**config.mk**
```make
export PLATFORM = sky130hd
export DESIGN_NAME = picomips_seq_decoder
export DESIGN_NICKNAME = d
export VERILOG_FILES = /design/src/rtl/picomips_seq_decoder.sv
export SDC_FILE = /design/constraint.sdc
export NUM_CORES = 1
export LEC_CHECK = 0
export CORE_MARGIN = 5
export CORE_UTILIZATION = 35
export DETAILED_ROUTE_END_ITERATION = 6
export PLACE_DENSITY = 0.72
export SYNTH_ARGS = -nofsm -noshare
export SYNTH_HDL_FRONTEND = slang
export SYNTH_SLANG_ARGS = --single-unit
export TNS_END_PERCENT = 10
```
**constraint.sdc**
```tcl
create_clock -name clk -period 2 [get_ports clk]
set_input_delay 0.2 -clock clk [delete_from_list [all_inputs] [get_ports clk]]
set_output_delay 0.2 -clock clk [all_outputs]
set_load 0.01 [all_outputs]
```
**src/rtl/picomips_seq_decoder.sv**
```systemverilog
// rtl/picomips_seq_decoder.sv - picoMIPS decoder with flag register, multi-cycle MUL sequencer and sticky illegal flag
module picomips_seq_decoder #(
    parameter int OPW        = 6,
    parameter int FNW        = 3,
    parameter int FLW        = 4,
    parameter int MUL_CYCLES = 4
) (
    input  logic           clk,
    input  logic           nReset,
    input  logic [OPW-1:0] opcode,
    input  logic [FLW-1:0] flags,
    output logic           PCincr,
    output logic           PCabsbranch,
    output logic           PCrelbranch,
    output logic [FNW-1:0] ALUfunc,
    output logic           imm,
    output logic           w,
    output logic           mul_start,
    output logic           stall,
    output logic [FLW-1:0] flags_q,
    output logic           illegal
);

    localparam int CW = $clog2(MUL_CYCLES);

    localparam logic [OPW-1:0] OP_NOP  = OPW'(6'h00);
    localparam logic [OPW-1:0] OP_ADD  = OPW'(6'h02);
    localparam logic [OPW-1:0] OP_SUB  = OPW'(6'h03);
    localparam logic [OPW-1:0] OP_MUL  = OPW'(6'h04);
    localparam logic [OPW-1:0] OP_ADDI = OPW'(6'h0A);
    localparam logic [OPW-1:0] OP_SUBI = OPW'(6'h0B);
    localparam logic [OPW-1:0] OP_MULI = OPW'(6'h0C);
    localparam logic [OPW-1:0] OP_J    = OPW'(6'h10);
    localparam logic [OPW-1:0] OP_BEQ  = OPW'(6'h11);
    localparam logic [OPW-1:0] OP_BNE  = OPW'(6'h12);
    localparam logic [OPW-1:0] OP_BGE  = OPW'(6'h13);
    localparam logic [OPW-1:0] OP_BLO  = OPW'(6'h14);

    typedef enum logic {DECODE, MUL_WAIT} state_t;

    state_t         state, state_d;
    logic [CW-1:0]  cnt, cnt_d;
    logic           muli_q, muli_d;
    logic           flag_we;
    logic           dec_illegal;

    always_ff @(posedge clk or negedge nReset) begin
        if (!nReset) begin
            state   <= DECODE;
            cnt     <= '0;
            muli_q  <= 1'b0;
            flags_q <= '0;
            illegal <= 1'b0;
        end else begin
            state  <= state_d;
            cnt    <= cnt_d;
            muli_q <= muli_d;
            if (flag_we)
                flags_q <= flags;
            if (dec_illegal)
                illegal <= 1'b1;
        end
    end

    always_comb begin
        PCincr      = 1'b1;
        PCabsbranch = 1'b0;
        PCrelbranch = 1'b0;
        ALUfunc     = opcode[FNW-1:0];
        imm         = 1'b0;
        w           = 1'b0;
        mul_start   = 1'b0;
        stall       = 1'b0;
        flag_we     = 1'b0;
        dec_illegal = 1'b0;
        state_d     = state;
        cnt_d       = cnt;
        muli_d      = muli_q;
        case (state)
            DECODE: begin
                case (opcode)
                    OP_NOP: ;
                    OP_ADD, OP_SUB: begin
                        w       = 1'b1;
                        flag_we = 1'b1;
                    end
                    OP_ADDI, OP_SUBI: begin
                        w       = 1'b1;
                        imm     = 1'b1;
                        flag_we = 1'b1;
                    end
                    OP_MUL, OP_MULI: begin
                        mul_start = 1'b1;
                        stall     = 1'b1;
                        PCincr    = 1'b0;
                        imm       = (opcode == OP_MULI);
                        muli_d    = (opcode == OP_MULI);
                        cnt_d     = CW'(MUL_CYCLES - 2);
                        state_d   = MUL_WAIT;
                    end
                    OP_J: begin
                        PCabsbranch = 1'b1;
                        PCincr      = 1'b0;
                    end
                    OP_BEQ, OP_BNE, OP_BGE, OP_BLO: begin
                        if ((opcode == OP_BEQ &&  flags_q[1]) ||
                            (opcode == OP_BNE && !flags_q[1]) ||
                            (opcode == OP_BGE && !flags_q[2]) ||
                            (opcode == OP_BLO &&  flags_q[0])) begin
                            PCrelbranch = 1'b1;
                            PCincr      = 1'b0;
                        end
                    end
                    default: dec_illegal = 1'b1;
                endcase
            end
            MUL_WAIT: begin
                // Opcode upper bits are not trusted here; MULI-ness was latched at launch.
                imm = muli_q;
                if (cnt != '0) begin
                    stall  = 1'b1;
                    PCincr = 1'b0;
                    cnt_d  = cnt - CW'(1);
                end else begin
                    w       = 1'b1;
                    flag_we = 1'b1;
                    state_d = DECODE;
                end
            end
            default: state_d = DECODE;
        endcase
    end

endmodule
```
==> results.md, run 1 <==
- Status: completed
- Setup TNS: 0 ps
- Largest net degree at the start of global routing: 10
- Post-synth net total: 69
- ANT nets after route: 0
- Commonest non-fill, non-tap cells in the layout: buf_4 (17), clkdlybuf4s50_1 (14), dfrtp_1 (9)
- Routed len/inst: 14.1 µm
- Crit path cell chain: clkdlybuf4s50_1 -> or3b_4 -> buf_4 -> nor3_4 -> o41ai_1 -> dlygate4sd2_1
- #FFs+latches synth: 9
- Maximum fanout along the worst path: 4
- Pwr Density: 838 mW/mm²
- Metal-1 WL: 726 µm
- Post-layout min period: 1950 ps
- Synth top area cells: dfrtp_1 (39%), mux2_2 (7.8%), mux2i_1 (5.2%)
- Achievable Freq: 0.512 GHz
- Starting DRC count in detailed routing: 1
- Met2 WL post-DR: 744 µm
- Avg Cell Area, Syn: ~10 µm²
- Number of vias per cell: 5.12
- Clk sinks: 9
- Pint: 578 µW
- Leak pwr: 0.000485 µW
- Most common cell after layout, fill and taps aside: buf_4
- R2r setup slk: 390 ps
- Max VDD drop: 0.564 mV
- Worst setup SP type: input pin
- Max_cap viols: 0
- Row count: 14
- Ant diodes: 0
- Met3 Routed Length: 123 µm
- Worst Hold Class: input pin to asynchronous set/reset pin
- HPWL Detailed: 1.21 mm
- Clk_lat worst skew: 260 ps
- Total CTS buffers: 3
- Worst slew pin tran: 418 ps
- Fin util: 0.668
- Clk pwr share: 0.165
- Initial Util: 0.375
- Top-area cell type share of the netlist area: 0.390
- Yosys warns: 0
- DR DRC count: 0
- Setup CP Type: input pin to output port
- Fin crit share: 0.977
- Global placer's final weighted congestion: about 0.83
- CTS tree: built
- Slowest cell on crit path: or3b_4
- H-tree lvl count: 1
- Mapped Cells: 56
- Placed insts: 110
- Post-synthesis cell type count: 28
- Pre-antenna DRT Iters: 2
- Die Area: 0.00256 mm²
- Core area: 0.00154 mm²
- Antenna violations before repair: 0
- Crit end category: output port
- Flop pwr share: 0.346
- Top-level port count: 27
- Total grt overflow: 0
- Clock slew at reported path FFs: roughly 60 ps
- Area Overhead vs Synth: 78.1%
- RSZ-0062 raised after global routing: yes
- Die X-Extent: 50.6 µm
- Clock root cell: clkbuf_4
- CTS Buffer Depth: 2
- WP data arrival: about 1800 ps
- Sw frac: 0.330
- Max Clock Skew: 2.19 ps
- Overall routing resource usage: 0.137
- Post-Route WL: 1.62 mm
- Number of global-route vias before repair: ~650
- CP required: 1800 ps
- Global-route wire length before repair: 2.76 mm
- Final slew viol count: 0
- Final #Nets: 113
- Finished Layout Cells: roughly 120
- Post-synthesis sequential area ratio: 0.390
- Logic pwr share: 0.489
- Crit-path max cell delay: 420 ps
- Layout cells sized above 1: 0.404
- Hold Vio Cnt, Final: 0
- I/O Buffers: 26
- Max-slew headroom: 0.720
- Count of final setup violators: 0
- Top Metal Used: met4
- Mapped Area: 578 µm²
- Synth area leader: dfrtp_1
- Routed via count: 589
- Die height: roughly 50 µm
- Sw Pwr: 285 µW
[worst paths after layout]
kind	start	endpoint	depth (start not counted)
worst max-delay path	opcode[0]	PCincr	6
max in group asynchronous	nReset	flags_q[1]	1
worst min register to register	illegal	illegal	1
worst min-delay path	nReset	muli_q	1
worst max register to register	state	muli_q	4
min in group clk	opcode[3]	muli_q	3
[state kept, by name, summed over array words and instances (netlist names)]
name	cells
illegal	1
muli_q	1
cnt	2
flags_q	4
state	1
[per-stage QoR]
step	hold WS (ps)	total power, µW	setup WS (ps)	cell area [µm²]
after floorplan	-95.6	487	481	578
after global placement	446	702	-461	951
final	236	863	45.7	1030
after detailed placement	449	709	-488	951
after global routing	264	931	-5.29	1030
after CTS	242	868	-109	1020
[layout make-up]
cell class                 count  area (µm²)
inverter                       6        22.5
tap                           16        20.0
multi-input combinational     37         363
clock buffer                   4        26.3
fill                         117         512
sequential                     9         225
timing repair buffer          43         373
[power by group through the flow]
stage	combinational, µW	clock [µW]	sequential [µW]
global route	464	156	310
global placement	401	0	301
finish	422	143	298
detailed placement	407	0	302
CTS	421	148	299
floorplan	173	0	314
[per-layer routing]
metal | vias to the layer above | GRT usage
met2 | 21 | 0.225
met4 | 0 | 0.0596
li1 | 295 | -
met1 | 269 | 0.160
met3 | 4 | 0.0473
met5 | - | 0
[cell usage after synthesis]
| cell | instances |
|---|---|
| o311a_2 | 1 |
| nand2b_1 | 1 |
| o21a_1 | 1 |
| or4_2 | 1 |
| a2111oi_0 | 1 |
| mux2_4 | 1 |
| dfrtp_1 | 9 |
| nor3_1 | 2 |
| a21boi_1 | 1 |
| o21ai_0 | 1 |
| or4_4 | 1 |
| nor2_1 | 3 |
| o211ai_1 | 2 |
| or4b_2 | 1 |
| nor4_1 | 2 |
| and3_1 | 1 |
| a21o_1 | 1 |
| o41ai_1 | 2 |
| inv_1 | 6 |
| or3b_2 | 2 |
| buf_2 | 1 |
| ha_1 | 1 |
| or3b_4 | 1 |
| mux2_2 | 4 |
| nand2_1 | 2 |
| buf_4 | 3 |
| or2b_1 | 1 |
| mux2i_1 | 3 |
[worst max-delay path: cells and delay by family]
family	cells	cell delay (ps)
and+or+nand+nor	2	590
buffers and inverters	3	860
AOI/OAI and AO/OA	1	100
[cell families (layout without fill, tap and decap cells)]
logic type,Yosys count,after routing,synth area share
simple gates,18,18,0.208
fa+ha+maj,1,1,0.0216
compound gates,10,10,0.139
mux,8,8,0.156
flops,9,9,0.390
buf+inv,10,53,0.0866
[repair_timing]
action                     in CTS  in global routing
buffers inserted                1                  0
pin swaps                       1                  0
cloned                          0                  0
hold buffers                    0                  0
gates resized for setup        20                  9
setup endpoints to repair       7                  4
No activity file was read; power rests on OpenSTA's default activity.
==> inputs of run 2 (changes only) <==
--- a/config.mk
+++ b/config.mk
@@ -9,6 +9,8 @@
 export CORE_UTILIZATION = 35
 export DETAILED_ROUTE_END_ITERATION = 6
 export PLACE_DENSITY = 0.72
+export RECOVER_POWER = 50
+export REMOVE_ABC_BUFFERS = 1
 export SYNTH_ARGS = -nofsm -noshare
 export SYNTH_HDL_FRONTEND = slang
 export SYNTH_SLANG_ARGS = --single-unit
==> run 2 against run 1 <==
Effect of this change: the flow now finishes with violations (negative setup slack); clock-buffer cell count unchanged; sequential power about the same; clock power about the same; clock skew up 2.6 ps; wire length up 9.9%; core utilization up 0.73 points; register-to-register slack worse by 20 ps; non-clock buffer count down 1; critical path depth down 1; flip-flop and latch count unchanged; final cell count down 0.87%.
==> results.md, run 2 (synthesis results as in run 1) <==
- Status: finished with violations
- Failing checks: negative setup slack
- Max reg flops: 4
- Post-layout min period: 2110 ps
- Count of final setup violators: 2
- Worst Slack Setup Final: -109 ps
- Top-level port count: 27
- Die Area: 0.00256 mm²
- Leak pwr: 0.000502 µW
- Worst Hold Class: input pin to asynchronous set/reset pin
- Max VDD drop: 0.762 mV
- DR DRC count: 0
- Initial Util: 0.375
- Maximum fanout along the worst path: 3
- Row count: 14
- Antenna violations before repair: 0
- Most flops, register: flags_q
- Max Clock Skew: 4.81 ps
- Final #Nets: 112
- Hold_buf cts: 0
- Clock slew at reported path FFs: 70 ps
- Area Overhead vs Synth: 80.1%
- Routed via count: 616
- Final slew viol count: 0
- Number of vias per cell: 5.40
- Crit end category: output port
- Worst slew pin tran: 437 ps
- Hold slack: 308 ps
- CTS Buffer Depth: 2
- Global placer's final weighted congestion: 0.840
- Worst setup SP type: input pin
- Post-Route WL: 1.78 mm
- Total CTS buffers: 3
- Most common cell after layout, fill and taps aside: buf_4
- Routed len/inst: ~16 µm
- Overall routing resource usage: 0.143
- Commonest non-fill, non-tap cells in the layout: buf_4 (16), dfrtp_1 (9), clkdlybuf4s50_1 (9)
- Biggest regs: flags_q x4, cnt x2
- Clk_lat worst skew: between 200 and 300 ps
- Max_cap viols: 0
- Post-CTS Setup Repair Bufs: 0
- Die height: 50.6 µm
- HPWL Detailed: around 1.3 mm
- I/O Buffers: 26
- Die X-Extent: around 50 µm
- Hold Vio Cnt, Final: 0
- ANT nets after route: 0
- Placed insts: 110
- FILL cells: 127
- Fin crit share: 1.05
- Total chip power: 866 µW
- CP required: 1800 ps
- Placed Area: 951 µm²
- Ant diodes: 0
- RSZ-0062 raised after global routing: yes
- WP data arrival: 1910 ps
- Max-slew headroom: 0.708
- Largest net degree at the start of global routing: 10
- Starting DRC count in detailed routing: 18
- CTS tree: built
- Setup CP Type: input pin to output port
- Achievable Freq: about 0.47 GHz
- Clk sinks: 9
- Clock root cell: clkbuf_4
- Final instance area: 0.00104 mm²
- Global-route wire length before repair: 2.88 mm
- Core area: 0.00154 mm²
- Total grt overflow: 0
- Pwr Density: 832 mW/mm²
- Finished Layout Cells: 114
- Layout cells sized above 1: 0.388
- Pre-antenna DRT Iters: 6
- Number of global-route vias before repair: 649
- H-tree lvl count: 1
## run 2: final cells by class
type                    count  area (µm²)  area share
clock buffers               4        26.3      0.0252
well taps                  16        20.0      0.0192
multi-input cells          37         373       0.358
inverters                   6        22.5      0.0216
repair buffers             42         374       0.359
flip-flops and latches      9         225       0.216
## run 2: repair_timing
item | CTS | global route
hold endpoints to repair | 0 | 0
resized for setup | 19 | 9
pin swaps | 0 | 1
gates cloned | 0 | 0
setup endpoints to repair | 7 | 7
## run 2: metrics by stage
| step | setup WS (ps) | setup TNS, ps | utilization |
|---|---|---|---|
| 5_1_grt | -172 | -327 | 0.675 |
| 3_5_place_dp | -527 | -2680 | 0.617 |
| 3_3_place_gp | -434 | -2590 | 0.617 |
| 4_1_cts | -198 | -337 | 0.653 |
| 2_1_floorplan | 520 | 0 | - |
| 6_report | -109 | -124 | 0.675 |
## run 2: worst max-delay path, stage by stage
cell and delay (ps):
clkdlybuf4s50_1 440, or3b_2 500, a2111oi_2 310, o41ai_1 150
dlygate4sd2_1 310
## run 2: worst paths after layout
path | startpoint | endpoint | slack [ps] | cells after the start
hold / removal | nReset | cnt[1] | 310 | 1
setup reg to reg | state | muli_q | 370 | 4
min in group clk | cnt[0] | cnt[0] | 480 | 1
hold reg to reg | cnt[0] | cnt[0] | 480 | 1
max in group asynchronous | nReset | illegal | 1390 | 1
setup / recovery | opcode[3] | PCincr | -110 | 5
## run 2: report_power, final
part	total (µW)	internal (µW)	switching [µW]
logic	418	240	178
clock network	146	77.1	69.0
registers	301	254	47.9
## run 2: per-layer routing
metal / vias to the layer above / GRT usage / wire [µm]
met2: 30 / 0.236 / 850
met3: 4 / 0.0444 / 163
met4: 0 / 0.0723 / 25
met1: 293 / 0.165 / 740
li1: 289 / - / -
met5: - / 0 / 0
